## src/rtl/fb_write_sched.sv

```systemverilog
`default_nettype none
// ============================================================================
// Module   : fb_write_sched
// Purpose  : Framebuffer write scheduler. Merges random-access host pixel
//            writes with a hardware full-frame fill engine onto a single
//            registered framebuffer write port. During a fill, host and fill
//            share the port round-robin; outside a fill the host owns it.
// Revision : 1.0 - initial release
// ----------------------------------------------------------------------------
// Parameters
//   ADDR_W            framebuffer write-address width
//   DATA_W            pixel width, packed {R, G, B}
//   FILL_TOTAL_SHIFT  right shift applied to the fill pixel totals; 0 in
//                     silicon, a positive value shortens fills for bring-up
//                     and simulation (must keep both totals non-zero)
// Ports
//   clk          in   pixel clock, rising edge
//   rst          in   synchronous reset, active low
//   res          in   resolution select: 2'b01 = 1280x720, else 640x480
//   host_valid   in   host pixel write request
//   host_ready   out  host write accepted when host_valid is also high
//   host_x/y     in   host pixel column / row
//   host_data    in   host pixel value
//   fill_start   in   single-cycle pulse, starts a full-frame fill
//   fill_color   in   fill value, sampled with an accepted fill_start
//   fill_busy    out  fill in progress (FILL or DONE)
//   fill_done    out  one-cycle pulse alongside the last fill write
//   oob_err      out  one-cycle pulse after an out-of-bounds host write
//   vram_we      out  framebuffer write enable (registered)
//   vram_addr    out  framebuffer write address (registered, held)
//   vram_data    out  framebuffer write data (registered, held)
// ============================================================================
module fb_write_sched #(
    parameter int ADDR_W           = 20,
    parameter int DATA_W           = 24,
    parameter int FILL_TOTAL_SHIFT = 0
) (
    input  logic              clk,
    input  logic              rst,
    input  logic [1:0]        res,
    input  logic              host_valid,
    output logic              host_ready,
    input  logic [11:0]       host_x,
    input  logic [11:0]       host_y,
    input  logic [DATA_W-1:0] host_data,
    input  logic              fill_start,
    input  logic [DATA_W-1:0] fill_color,
    output logic              fill_busy,
    output logic              fill_done,
    output logic              oob_err,
    output logic              vram_we,
    output logic [ADDR_W-1:0] vram_addr,
    output logic [DATA_W-1:0] vram_data
);

    // Fill counter width: wide enough for the 1280x720 pixel count.
    localparam int c_CNT_W = 20;

    localparam logic [1:0] c_ST_IDLE = 2'd0;
    localparam logic [1:0] c_ST_FILL = 2'd1;
    localparam logic [1:0] c_ST_DONE = 2'd2;

    localparam logic [c_CNT_W-1:0] c_TOTAL_HD = c_CNT_W'(921600 >> FILL_TOTAL_SHIFT);
    localparam logic [c_CNT_W-1:0] c_TOTAL_SD = c_CNT_W'(307200 >> FILL_TOTAL_SHIFT);
    localparam logic [c_CNT_W-1:0] c_CNT_ONE  = c_CNT_W'(1);

    logic [1:0]         r_state;
    logic [c_CNT_W-1:0] r_cnt;
    logic [c_CNT_W-1:0] r_total;
    logic [DATA_W-1:0]  r_color;
    logic               r_rr_fill;   // 1 = most recent grant went to the fill engine
    logic               r_we;
    logic [ADDR_W-1:0]  r_addr;
    logic [DATA_W-1:0]  r_data;
    logic               r_oob;

    logic               w_in_fill;
    logic               w_ready;
    logic               w_host_grant;
    logic               w_fill_grant;
    logic               w_hd;
    logic [11:0]        w_width;
    logic [11:0]        w_height;
    logic               w_in_bounds;
    logic [23:0]        w_host_lin;
    logic [ADDR_W-1:0]  w_host_addr;
    logic               w_fill_last;

    // ------------------------------------------------------------------------
    // Arbitration. host_ready is a function of state and the round-robin bit
    // only, so the host may legally wait on it before raising host_valid.
    // Outside FILL (including the single DONE cycle) the host owns the port.
    // ------------------------------------------------------------------------
    assign w_in_fill    = (r_state == c_ST_FILL);
    assign w_ready      = rst & (~w_in_fill | r_rr_fill);
    assign w_host_grant = host_valid & w_ready;
    // Fill takes every FILL cycle the host does not win, including cycles
    // where host_ready is high but the host has nothing to write.
    assign w_fill_grant = w_in_fill & ~w_host_grant;

    // ------------------------------------------------------------------------
    // Host address generation, bounds taken from res on the acceptance cycle.
    // ------------------------------------------------------------------------
    assign w_hd        = (res == 2'b01);
    assign w_width     = w_hd ? 12'd1280 : 12'd640;
    assign w_height    = w_hd ? 12'd720  : 12'd480;
    assign w_in_bounds = (host_x < w_width) && (host_y < w_height);
    assign w_host_lin  = 24'(host_y) * 24'(w_width) + 24'(host_x);
    assign w_host_addr = ADDR_W'(w_host_lin);

    assign w_fill_last = (r_cnt == (r_total - c_CNT_ONE));

    // ------------------------------------------------------------------------
    // Registered write port, round-robin bit and fill FSM.
    // ------------------------------------------------------------------------
    always_ff @(posedge clk) begin
        if (!rst) begin
            r_state   <= c_ST_IDLE;
            r_cnt     <= '0;
            r_total   <= '0;
            r_color   <= '0;
            r_rr_fill <= 1'b0;
            r_we      <= 1'b0;
            r_addr    <= '0;
            r_data    <= '0;
            r_oob     <= 1'b0;
        end else begin
            // One write per grant, visible the following cycle. An
            // out-of-bounds host write is consumed but only flags oob_err.
            r_we  <= w_fill_grant | (w_host_grant & w_in_bounds);
            r_oob <= w_host_grant & ~w_in_bounds;

            // Address/data only move on a real write so they hold otherwise.
            if (w_fill_grant) begin
                r_addr <= ADDR_W'(r_cnt);
                r_data <= r_color;
            end else if (w_host_grant && w_in_bounds) begin
                r_addr <= w_host_addr;
                r_data <= host_data;
            end

            if (w_fill_grant) begin
                r_rr_fill <= 1'b1;
            end else if (w_host_grant) begin
                r_rr_fill <= 1'b0;
            end

            case (r_state)
                c_ST_IDLE: begin
                    // Total and colour are latched here so later changes to
                    // res or fill_color cannot disturb a running fill.
                    if (fill_start) begin
                        r_total <= w_hd ? c_TOTAL_HD : c_TOTAL_SD;
                        r_color <= fill_color;
                        r_cnt   <= '0;
                        r_state <= c_ST_FILL;
                    end
                end
                c_ST_FILL: begin
                    if (w_fill_grant) begin
                        r_cnt <= r_cnt + c_CNT_ONE;
                        if (w_fill_last) begin
                            r_state <= c_ST_DONE;
                        end
                    end
                end
                c_ST_DONE: begin
                    r_state <= c_ST_IDLE;
                end
                default: begin
                    r_state <= c_ST_IDLE;
                end
            endcase
        end
    end

    assign host_ready = w_ready;
    assign fill_busy  = (r_state == c_ST_FILL) || (r_state == c_ST_DONE);
    // DONE coincides with the registered write of the last fill pixel.
    assign fill_done  = (r_state == c_ST_DONE);
    assign oob_err    = r_oob;
    assign vram_we    = r_we;
    assign vram_addr  = r_addr;
    assign vram_data  = r_data;

endmodule
`default_nettype wire

```

## config.mk

```make
export PLATFORM = sky130hd
export DESIGN_NAME = fb_write_sched
export DESIGN_NICKNAME = d
export VERILOG_FILES = /design/src/rtl/fb_write_sched.sv
export SDC_FILE = /design/constraint.sdc
export NUM_CORES = 1
export LEC_CHECK = 0
export ABC_AREA = 1
export BUFFER_PORTS_ARGS = -buffer_cell sky130_fd_sc_hd__buf_2
export CORE_UTILIZATION = 55
export DETAILED_ROUTE_END_ITERATION = 12
export GPL_TIMING_DRIVEN = 0
export HOLD_SLACK_MARGIN = 0.15
export PLACE_DENSITY = 0.85
export SKIP_LAST_GASP = 1
export SLEW_MARGIN = 25
export SYNTH_ARGS = -nofsm -noshare
export SYNTH_HDL_FRONTEND = slang
export SYNTH_SLANG_ARGS = --single-unit
```

## constraint.sdc

```tcl
create_clock -name clk -period 7.3 [get_ports clk]
set_input_delay 1.825 -clock clk [delete_from_list [all_inputs] [get_ports clk]]
set_output_delay 1.825 -clock clk [all_outputs]
set_load 0.03 [all_outputs]
```

==> results.txt <==
Clk_lat worst skew - 340 ps
Fmax - 163 MHz
Int Power - 1.10 mW
Area contributors post-synth - dfxtp_1 (31%), ha_1 (12%), nor2_1 (10%)
TritonCTS buffer count - 9
Asr flop ratio synth - 0%
CTS Buffer Depth - 2
Port Buf Inserts - 126
NetSw - 632 uW
Post_cts resized - 0
Power per cell area - 234 nW/um^2
Status - finished, final reports clean
Crit share post-route - 84.1%
Synth Warn # - 0
Die width - 109 microns
Net switching share of the total power - 36.5%
Layout cells sized above 1 - 19.8%
Largest net degree at the start of global routing - 15
Avg Cell Area, Syn - 7.13 sq um
RSZ-0062 raised after global routing - false
Row cnt - 38
Worst vdd ir - 0.195 mV
Distinct cells, synth - 38
Antenna Nets Post-Route - 0
Initial Util - 57.3%
Crit-path max FO - 14
Inserted Diodes - 0
DIE AREA - 11,900 sq um
Vias in the first global route - 5,603
Slew @ Worst Pin - 642 ps
Number of synthesized flops with an enable pin - 0
Placed cell area - 7100 sq um
Final setup fails - 0
Synth Register Bits - 96
Antenna violations before repair - 0
Clk slew on worst S/H paths - 60 ps
Mapped Area - 6290 sq um
Ports - 127
Tightest Hold Check Type - flip-flop to flip-flop
Core Util, Final - 67.4%
Hold slack - 482 ps
Fin. max-slew vios - 0
Clk pwr share - 28.5%
Top FF cell, synth - dfxtp_1
Clock Sinks - 96
Via-per-instance ratio - 5.29
Register area share after synthesis - 30.5%
Setup TNS - 0 ps
CP Data Arrival Time - 6340 ps
Synth top area share - 30.5%
Final hold viol count - 0
CTS tree - yes
DR pass1 iterations - 6
Power, Total - 1.73 mW
Total number of vias - 6,144
Die Y-Extent - 109 microns
Required time of the critical path - 7510 ps
Comb pwr share - 36.7%
H-tree depth - 3
Synth Instances - 882
Clock Tree Root - clkbuf_16
# hold bufs at CTS - 0
Hpwl dp - 12.0 mm
Synth area leader - dfxtp_1
Total GRT Usage - 27.0%
Leak pwr - 3.65 nW
Syn_nets - 1,035
Worst Setup End Kind - flip-flop
Type of origin of the critical path - input pin
Finished Cell Area - 7400 sq um
Core ar. - 11,000 sq um
Routed wire length - 15.5 mm
Final #Nets - 1,172
Post-CTS Setup Inserts - 0
Grt total ovfl - 0
Seq pwr share - 34.8%
Residual DRC count - 0
Max_slew headroom - 57.2%
Gpl congestion - 0.903
First-pass GRT wire length - 25.1 mm
Crit path kind - input pin to flip-flop
Routed len/inst - 13.3 microns
Number of DRC markers in iteration 0 - 435
Clock skew - 2.50 ps
Number of max-cap violations - 0
Minimum clock period - 6140 ps
Area delta synth->final - 17.6%
==> registers in the layout (all words and copies together), names as in the netlist <==
register	cells
r_state	2
vram_we	1
vram_data	24
r_rr_fill	1
oob_err	1
r_cnt	20
vram_addr	20
r_total	3
r_color	24
==> final cells by class <==
| type | count | area (sq um) |
|---|---|---|
| Timing Repair Buffer | 126 | 631 |
| Inverter | 106 | 398 |
| Clock buffer | 11 | 233 |
| Fill cell | 968 | 3580 |
| Sequential cell | 96 | 1920 |
| Buffer | 36 | 171 |
| Tap cell | 140 | 175 |
| Multi-Input combinational cell | 644 | 3800 |
| Clock inverter | 3 | 68.8 |
==> worst max-delay path: stages <==
cell and delay [ps]:
buf_2 100, inv_1 80, nor2_4 50, inv_2 160, buf_1 510, o21ai_0 290, ha_1 340, inv_1 50
fa_1 510, inv_1 40, ha_1 300, fa_1 460, ha_1 320, inv_1 60, fa_1 500, o21bai_1 240
nand2_1 110, nand2_1 70, nand2_1 40, nand3_1 60, o21ai_0 90, nand2_1 60, a21oi_1 50
==> power by group through the flow <==
| stage | combinational [mW] | clock, mW | sequential [mW] |
|---|---|---|---|
| after detailed placement | 0.630 | 0 | 0.615 |
| after global placement | 0.615 | 0 | 0.614 |
| after floorplan | 0.410 | 0 | 0.681 |
| final | 0.636 | 0.494 | 0.604 |
| after global routing | 0.724 | 0.519 | 0.610 |
| after CTS | 0.638 | 0.497 | 0.604 |
==> logic make-up after synthesis <==
| group | synth area share [%] |
|---|---|
| AO/OA/AOI/OAI | 11.5 |
| XOR/XNOR | 1.39 |
| adder cells (fa/ha/maj) | 16.5 |
| buffers and inverters | 9.05 |
| flip-flops | 30.5 |
| other | 0.119 |
| AND/OR/NAND/NOR | 30.9 |
==> layout by cell type, fill, tap and decap left out, types with 4 or more instances in the layout <==
cell and instances:
fa_1 13, buf_2 134, o21bai_1 5, nand4_1 17, nor2_1 175, nor3_2 30, ha_1 62, dfxtp_1 96
o21ai_0 82, nand2_1 131, or2_2 4, nand3_1 35, clkbuf_1 23, xor2_1 7, nor3_1 18, clkbuf_16 9
inv_1 102, a21oi_1 37
==> path summary, 6_finish.rpt <==
path / from / to / slack (ps) / cells after the start
setup / recovery: res[0] / vram_addr[17] / 1160 / 23
hold / removal: r_color[13] / r_color[13] / 480 / 2
setup reg to reg: r_state[0] / r_cnt[2] / 4990 / 7
hold reg to reg: r_color[13] / r_color[13] / 480 / 2
==> metrics by stage <==
stage,cells,worst slack (ps)
2_1_floorplan,882,1530
3_3_place_gp,1148,931
3_5_place_dp,1148,884
4_1_cts,1162,1210
5_1_grt,1162,789
6_report,1162,1160
==> cells in the mapped netlist, types with 3 or more instances <==
cell and instances:
a21oi_1 37, a31o_2 3, buf_2 8, buf_4 3
clkbuf_1 21, dfxtp_1 96, fa_1 13, ha_1 62
inv_1 102, inv_2 3, nand2_1 131, nand3_1 35
nand4_1 17, nor2_1 175, nor2_2 3, nor3_1 18
nor3_2 30, o21ai_0 82, o21bai_1 5, or2_2 4
xnor2_1 3, xor2_1 7
==> layer usage <==
metal,part of all wire (%),track usage [%]
met2,50,49.3
met1,43,32.2
met5,0,0
met3,4.8,4.06
met4,1.7,8.20
No activity file was read; power rests on OpenSTA's default activity.
